==> src/rtl/crc8_frame_tx.sv <==
// crc8_frame_tx: transmit-side CRC-8 generator (bit-serial, MSB first).
// Forwards each data byte, then appends the CRC byte after the frame's last byte.
module crc8_frame_tx #(
    parameter logic [7:0] POLY   = 8'h07,
    parameter logic [7:0] INIT   = 8'h00,
    parameter logic [7:0] XOROUT = 8'h00
) (
    input  logic       clock,
    input  logic       reset,
    input  logic [7:0] in_data,
    input  logic       in_valid,
    input  logic       in_last,
    output logic       in_ready,
    output logic [7:0] out_data,
    output logic       out_valid,
    output logic       out_last,
    input  logic       out_ready,
    output logic       crc_busy
);

    typedef enum logic [1:0] {
        IDLE,
        SHIFT,
        EMIT_DATA,
        EMIT_CRC
    } state_e;

    state_e     state_q, state_d;
    logic [7:0] crc_q, crc_d;
    logic [7:0] byte_q, byte_d;
    logic       last_q, last_d;
    logic [2:0] cnt_q, cnt_d;
    logic [7:0] out_data_q, out_data_d;
    logic       out_valid_q, out_valid_d;
    logic       out_last_q, out_last_d;
    logic       fb;

    // Next-state, datapath and registered-output decode
    always_comb begin
        state_d     = state_q;
        crc_d       = crc_q;
        byte_d      = byte_q;
        last_d      = last_q;
        cnt_d       = cnt_q;
        fb          = crc_q[7] ^ byte_q[3'd7 - cnt_q];
        out_valid_d = 1'b0;
        out_last_d  = 1'b0;
        out_data_d  = 8'h00;
        unique case (state_q)
            IDLE: begin
                if (in_valid) begin
                    byte_d  = in_data;
                    last_d  = in_last;
                    cnt_d   = 3'd0;
                    state_d = SHIFT;
                end
            end
            SHIFT: begin
                crc_d = {crc_q[6:0], 1'b0} ^ (fb ? POLY : 8'h00);
                cnt_d = cnt_q + 3'd1;
                if (cnt_q == 3'd7) begin
                    state_d = EMIT_DATA;
                end
            end
            EMIT_DATA: begin
                if (out_ready) begin
                    state_d = last_q ? EMIT_CRC : IDLE;
                end
            end
            EMIT_CRC: begin
                if (out_ready) begin
                    crc_d   = INIT;
                    state_d = IDLE;
                end
            end
            default: state_d = IDLE;
        endcase
        // Outputs follow the state being entered, so they are glitch-free registers
        if (state_d == EMIT_DATA) begin
            out_valid_d = 1'b1;
            out_data_d  = byte_d;
        end else if (state_d == EMIT_CRC) begin
            out_valid_d = 1'b1;
            out_last_d  = 1'b1;
            out_data_d  = crc_d ^ XOROUT;
        end
    end

    // State and datapath registers
    always_ff @(posedge clock or negedge reset) begin
        if (!reset) begin
            state_q     <= IDLE;
            crc_q       <= INIT;
            byte_q      <= 8'h00;
            last_q      <= 1'b0;
            cnt_q       <= 3'd0;
            out_data_q  <= 8'h00;
            out_valid_q <= 1'b0;
            out_last_q  <= 1'b0;
        end else begin
            state_q     <= state_d;
            crc_q       <= crc_d;
            byte_q      <= byte_d;
            last_q      <= last_d;
            cnt_q       <= cnt_d;
            out_data_q  <= out_data_d;
            out_valid_q <= out_valid_d;
            out_last_q  <= out_last_d;
        end
    end

    assign in_ready  = reset && (state_q == IDLE);
    assign crc_busy  = (state_q == SHIFT);
    assign out_data  = out_data_q;
    assign out_valid = out_valid_q;
    assign out_last  = out_last_q;

endmodule

==> config.mk <==
export PLATFORM = sky130hd
export DESIGN_NAME = crc8_frame_tx
export DESIGN_NICKNAME = d
export VERILOG_FILES = /design/src/rtl/crc8_frame_tx.sv
export SDC_FILE = /design/constraint.sdc
export NUM_CORES = 1
export LEC_CHECK = 0
export BUFFER_PORTS_ARGS = -buffer_cell sky130_fd_sc_hd__buf_2
export CORE_MARGIN = 2
export CORE_UTILIZATION = 55
export DETAILED_ROUTE_END_ITERATION = 8
export PLACE_DENSITY_LB_ADDON = 0.3
export SLEW_MARGIN = 10
export SYNTH_ARGS = -nofsm -noshare
export SYNTH_HDL_FRONTEND = slang
export SYNTH_SLANG_ARGS = --single-unit
export TNS_END_PERCENT = 100
==> constraint.sdc <==
create_clock -name clock -period 3.5 [get_ports clock]
set_input_delay 0.7 -clock clock [delete_from_list [all_inputs] [get_ports clock]]
set_output_delay 0.7 -clock clock [all_outputs]
set_load 0.02 [all_outputs]
# After elaboration in Yosys (flattened, before gate mapping)
# Cells that the tools add are included.
# W data, S select, Z words.
op_classes:
  addsub: 2
  magnitude_cmp: 1
  n_eq_ne: 7
  n_mux: 20
  bitwise: 2
  reduce_logical: 5
ops:
  columns: ["operator", "count"]
  rows:
  - ["$mux W8", 5]
  - ["$pmux W8 S2", 1]
  - ["$mux W2", 5]
  - ["$eq A2 B2 Y1 const B", 4]
  - ["$pmux W2 S4", 1]
  - ["$xor A8 B3 Y8", 1]
  - ["$mux W3", 2]
  - ["$pmux W3 S2", 1]
  - ["$lt A3 B4 Y1 const B", 1]
  - ["$mux W1", 4]
  - ["$reduce_and A2 Y1", 2]
  - ["$add A3 B1 Y3 const B", 1]
  - ["$bmux W1 S3", 1]
  - ["$eq A3 B3 Y1 const B", 1]
  - ["$sub A3 B3 Y3 const A", 1]
  - ["$eq A2 B1 Y1 const B", 1]
  - ["$logic_not A2 Y1", 1]
  - ["$ne A2 B2 Y1 const B", 1]
  - ["$reduce_bool A2 Y1", 1]
  - ["$logic_and A1 B1 Y1", 1]
  - ["$xor A1 B1 Y1", 1]
word_totals:
  register_bits: 32
  in_bits: 13
  output_inout_bits: 12

# Depth between registers and ports, before layout
depth:
  word_depth: 9
  depth_mapped: 6
  depth_no_buf: 5

# Worst setup path after synthesis
# Ideal clock, no wire load.
synth_path:
  path_type: "reg2reg"
  startpoint: "register, netlist name out_valid"
  endpoint: "register out_data_q[1], in the netlist out_data[1]"
  setup_time_ns: 0.121
  arrival_ns: 1.582
  required_ns: 3.379
  slack_ns: 1.797
  path_stages_with_launch: 6
  path_buffers: 1
  path_cell_list: "dfrtp_1 > nor2_1 > and2_1 > buf_2 > mux2_2 > a22o_1"
synth_rtl:
  columns: ["item", "line_no", "text"]
  rows:
  - ["to (signal assigned)", "106", "out_data_q <= out_data_d;"]
  - ["to (decl)", "33", "logic [7:0] out_data_q, out_data_d;"]

==> summary.md <==
| Metric | Value |
|---|---|
| Crit-path max FO | `9` |
| Minimum clock period | `2.16 ns` |
| Yosys warning total | `0` |
| Critical Path RT | `2.80 ns` |
| Initial antenna violation count | `0` |
| LEAKAGE | `0.746 nW` |
| Core ar. | `2230 sq um` |
| Via count | `875` |
| Final max-slew violation count | `0` |
| Largest net degree at the start of global routing | `33` |
| Worst r2r src | `out_valid` |
| Detailed-route DRC error count | `0` |
| Tot GR Track Use | `0.220` |
| Share of layout cells above drive strength 1 | `0.318` |
| CP Capture Type | `primary output` |
| Worst setup path class | `flop to primary output` |
| Tot Pwr | `1.39 mW` |
| Library cells used by synthesis | `21` |
| Finished Core Util | `0.671` |
| Top Usage Layer GRT | `met2` |
| Met2 Usage GRT | `0.348` |
| First-pass iteration count of the detailed router | `6` |
| Combinational fraction of design power | `0.433` |
| Status | `finished clean` |
| # port buffers | `24` |
| Final WL | `2380 um` |
| Cells after Synth | `100` |
| Critical Path Max Stage Delay | `0.44 ns` |
| Leading cell types in the layout, fill and taps excluded | `31 x dfrtp_1, 24 x buf_2, 13 x nand2_1, 13 x a22o_1` |
| Max IR drop VDD | `0.538 mV` |
| Cts hold-fix bufs | `0` |
| Most common cell after layout, fill and taps aside | `dfrtp_1` |
| Clk buf depth | `2` |
| Syn_area_per_cell | `13.1 sq um` |
| Setup TNS | `0 ns` |
| Antenna diode count | `0` |
| IO Count | `25` |
| Worst-path cell chain | `nand2b_1 -> inv_2 -> buf_2` |
| Initial core utilization | `0.584` |
| Root buffer cell | `clkbuf_4` |
| Class of the worst hold path | `input pin to async pin` |
| TritonCTS Buffers | `5` |
| M1 GR Usage | `0.261` |
| Critical Path End | `crc_busy` |
| P_int | `861 uW` |
| Net Sw Frac | `0.379` |
| Clock Latency Late Sink | `0.33 ns` |
| Slew HR | `0.528` |
| Final hold vios | `0` |
| Crit Reg-Reg Endpoint | `out_data[4]` |
| FF/Latch Area | `776 sq um` |
| R2R Setup Slk | `1.63 ns` |
| Layout Skew | `0.00996 ns` |
| Crit share post-route | `0.616` |
| Worst slew pin tran | `0.703 ns` |
| First-pass GRT wire length | `4090 um` |
| ANT nets after route | `0` |
| Final setup vio count | `0` |
| Critical Path Start | `out_valid` |
| HPWL Detailed | `1640 um` |
| RSZ-0062 raised after global routing | `no` |
| Synth Net Count | `115` |
| Postcts setup bufs | `0` |
| Footprint of the multi-input gates | `508 sq um` |
| Clock sink total | `31` |
| CTS H-tree depth | `2` |
| Seq/Total Area, Yosys | `0.594` |
| Final hold slack | `0.368 ns` |
| PwrDens | `924 nW/um^2` |
| Cell area after synthesis | `1310 sq um` |
| GP Congestion | `0.819` |
| Vias in the first global route | `913` |
| Horiz. Die Dim | `52.7 um` |
| Crit path launch type | `flop` |
| Layout area overhead | `14.9%` |
| Max cap viols | `0` |
| Clock power share | `0.127` |
| Layout Nets | `145` |
| Drt via density | `5.57` |
| Wire length per cell | `15.2 um` |
| DR iter-0 viols | `20` |
| Grt total ovfl | `0` |
| Filler cells | `189` |
| Sequential fraction of design power | `0.439` |
| Die height | `52.7 um` |
| Crit path DAT | `1.46 ns` |
| Die area | `2780 sq um` |
| # rows | `17` |
| Cells on worst reg2reg path | `4` |
| Clock edge transition at the registers on the reported setup and hold paths | `0.09 ns` |
| Max Freq | `464 MHz` |
| Slowest CP cell | `dfrtp_1` |
| # resized after CTS | `0` |
| NetSw | `525 uW` |
| Yosys reg bits | `31` |
| Met3 Usage GRT | `0.0686` |
| TritonCTS clock tree | `yes` |
[cell usage after synthesis]
master    number  share of area
inv_1          1         0.0029
nand3_1        1         0.0038
and2_1         2         0.0096
nor2_1         1         0.0029
mux2_2         8          0.069
inv_2          2         0.0058
and3b_1        1         0.0067
o21ai_0        8          0.031
a22o_1        13          0.087
buf_2          2         0.0077
o21ai_1        3          0.012
mux4_1         2          0.040
mux2i_4        1          0.017
dfrtp_1       31           0.59
nand2b_1       2         0.0096
nor2b_1        1         0.0048
o21a_1         1         0.0058
xnor2_1        4          0.027
ha_1           2          0.019
nand2_1       13          0.037
xor2_1         1         0.0067
[flip-flops by register name (all words and copies together), names as in the netlist]
signal,count
state_q,1
out_valid,1
crc_q,8
byte_q,8
last_q,1
cnt_q,3
out_last,1
out_data,8
[how the worst min path moves through the flow]
stage,depth (start not counted),slack (ns),end,from
finish,2,0.37,out_valid,reset
floorplan,0,0.40,byte_q[0],reset
detailed placement,2,0.51,crc_q[2],crc_q[2]
global route,2,0.40,last_q,reset
global placement,1,0.51,byte_q[6],byte_q[6]
CTS,2,0.37,out_valid,reset
[power groups by stage]
stage / Clock [mW] / Combinational [mW] / Sequential [mW]
floorplan: 0 / 0.454 / 0.617
global placement: 0 / 0.588 / 0.611
detailed placement: 0 / 0.601 / 0.617
CTS: 0.183 / 0.606 / 0.611
global route: 0.197 / 0.662 / 0.631
finish: 0.176 / 0.601 / 0.609
[cell type report]
class	instances	area share
Inverter	3	0.00751
Clock buffer	6	0.0275
Sequential cell	31	0.518
Timing Repair Buffer	25	0.0851
Tap cell	28	0.0234
Multi-Input combinational cell	64	0.339
[metal layers]
metal  vias up  part of all wire
met5         -                 0
li1        416                 -
met3         7             0.052
met4         0             0.022
met1       432              0.43
met2        20              0.49
[metrics by stage]
stage	instances	cell area, sq um	setup WS (ns)
2_1_floorplan	100	1310	1.80
3_3_place_gp	151	1460	1.33
3_5_place_dp	151	1460	1.32
4_1_cts	157	1500	1.32
5_1_grt	157	1500	1.23
6_report	157	1500	1.34
[critical path, delay by kind of cell, from the launching register on]
family / cells / cell delay (ns)
buffers and inverters: 2 / 0.39
flip-flops: 1 / 0.44
AND/OR/NAND/NOR: 1 / 0.29
[cell families after synthesis]
logic type | after synthesis | synth area share
flops | 31 | 0.594
buf+inv | 5 | 0.0163
xor+xnor | 5 | 0.0336
simple gates | 21 | 0.0748
mux | 11 | 0.127
compound gates | 25 | 0.135
fa+ha+maj | 2 | 0.0192
Power figures use the tool's default switching activity.
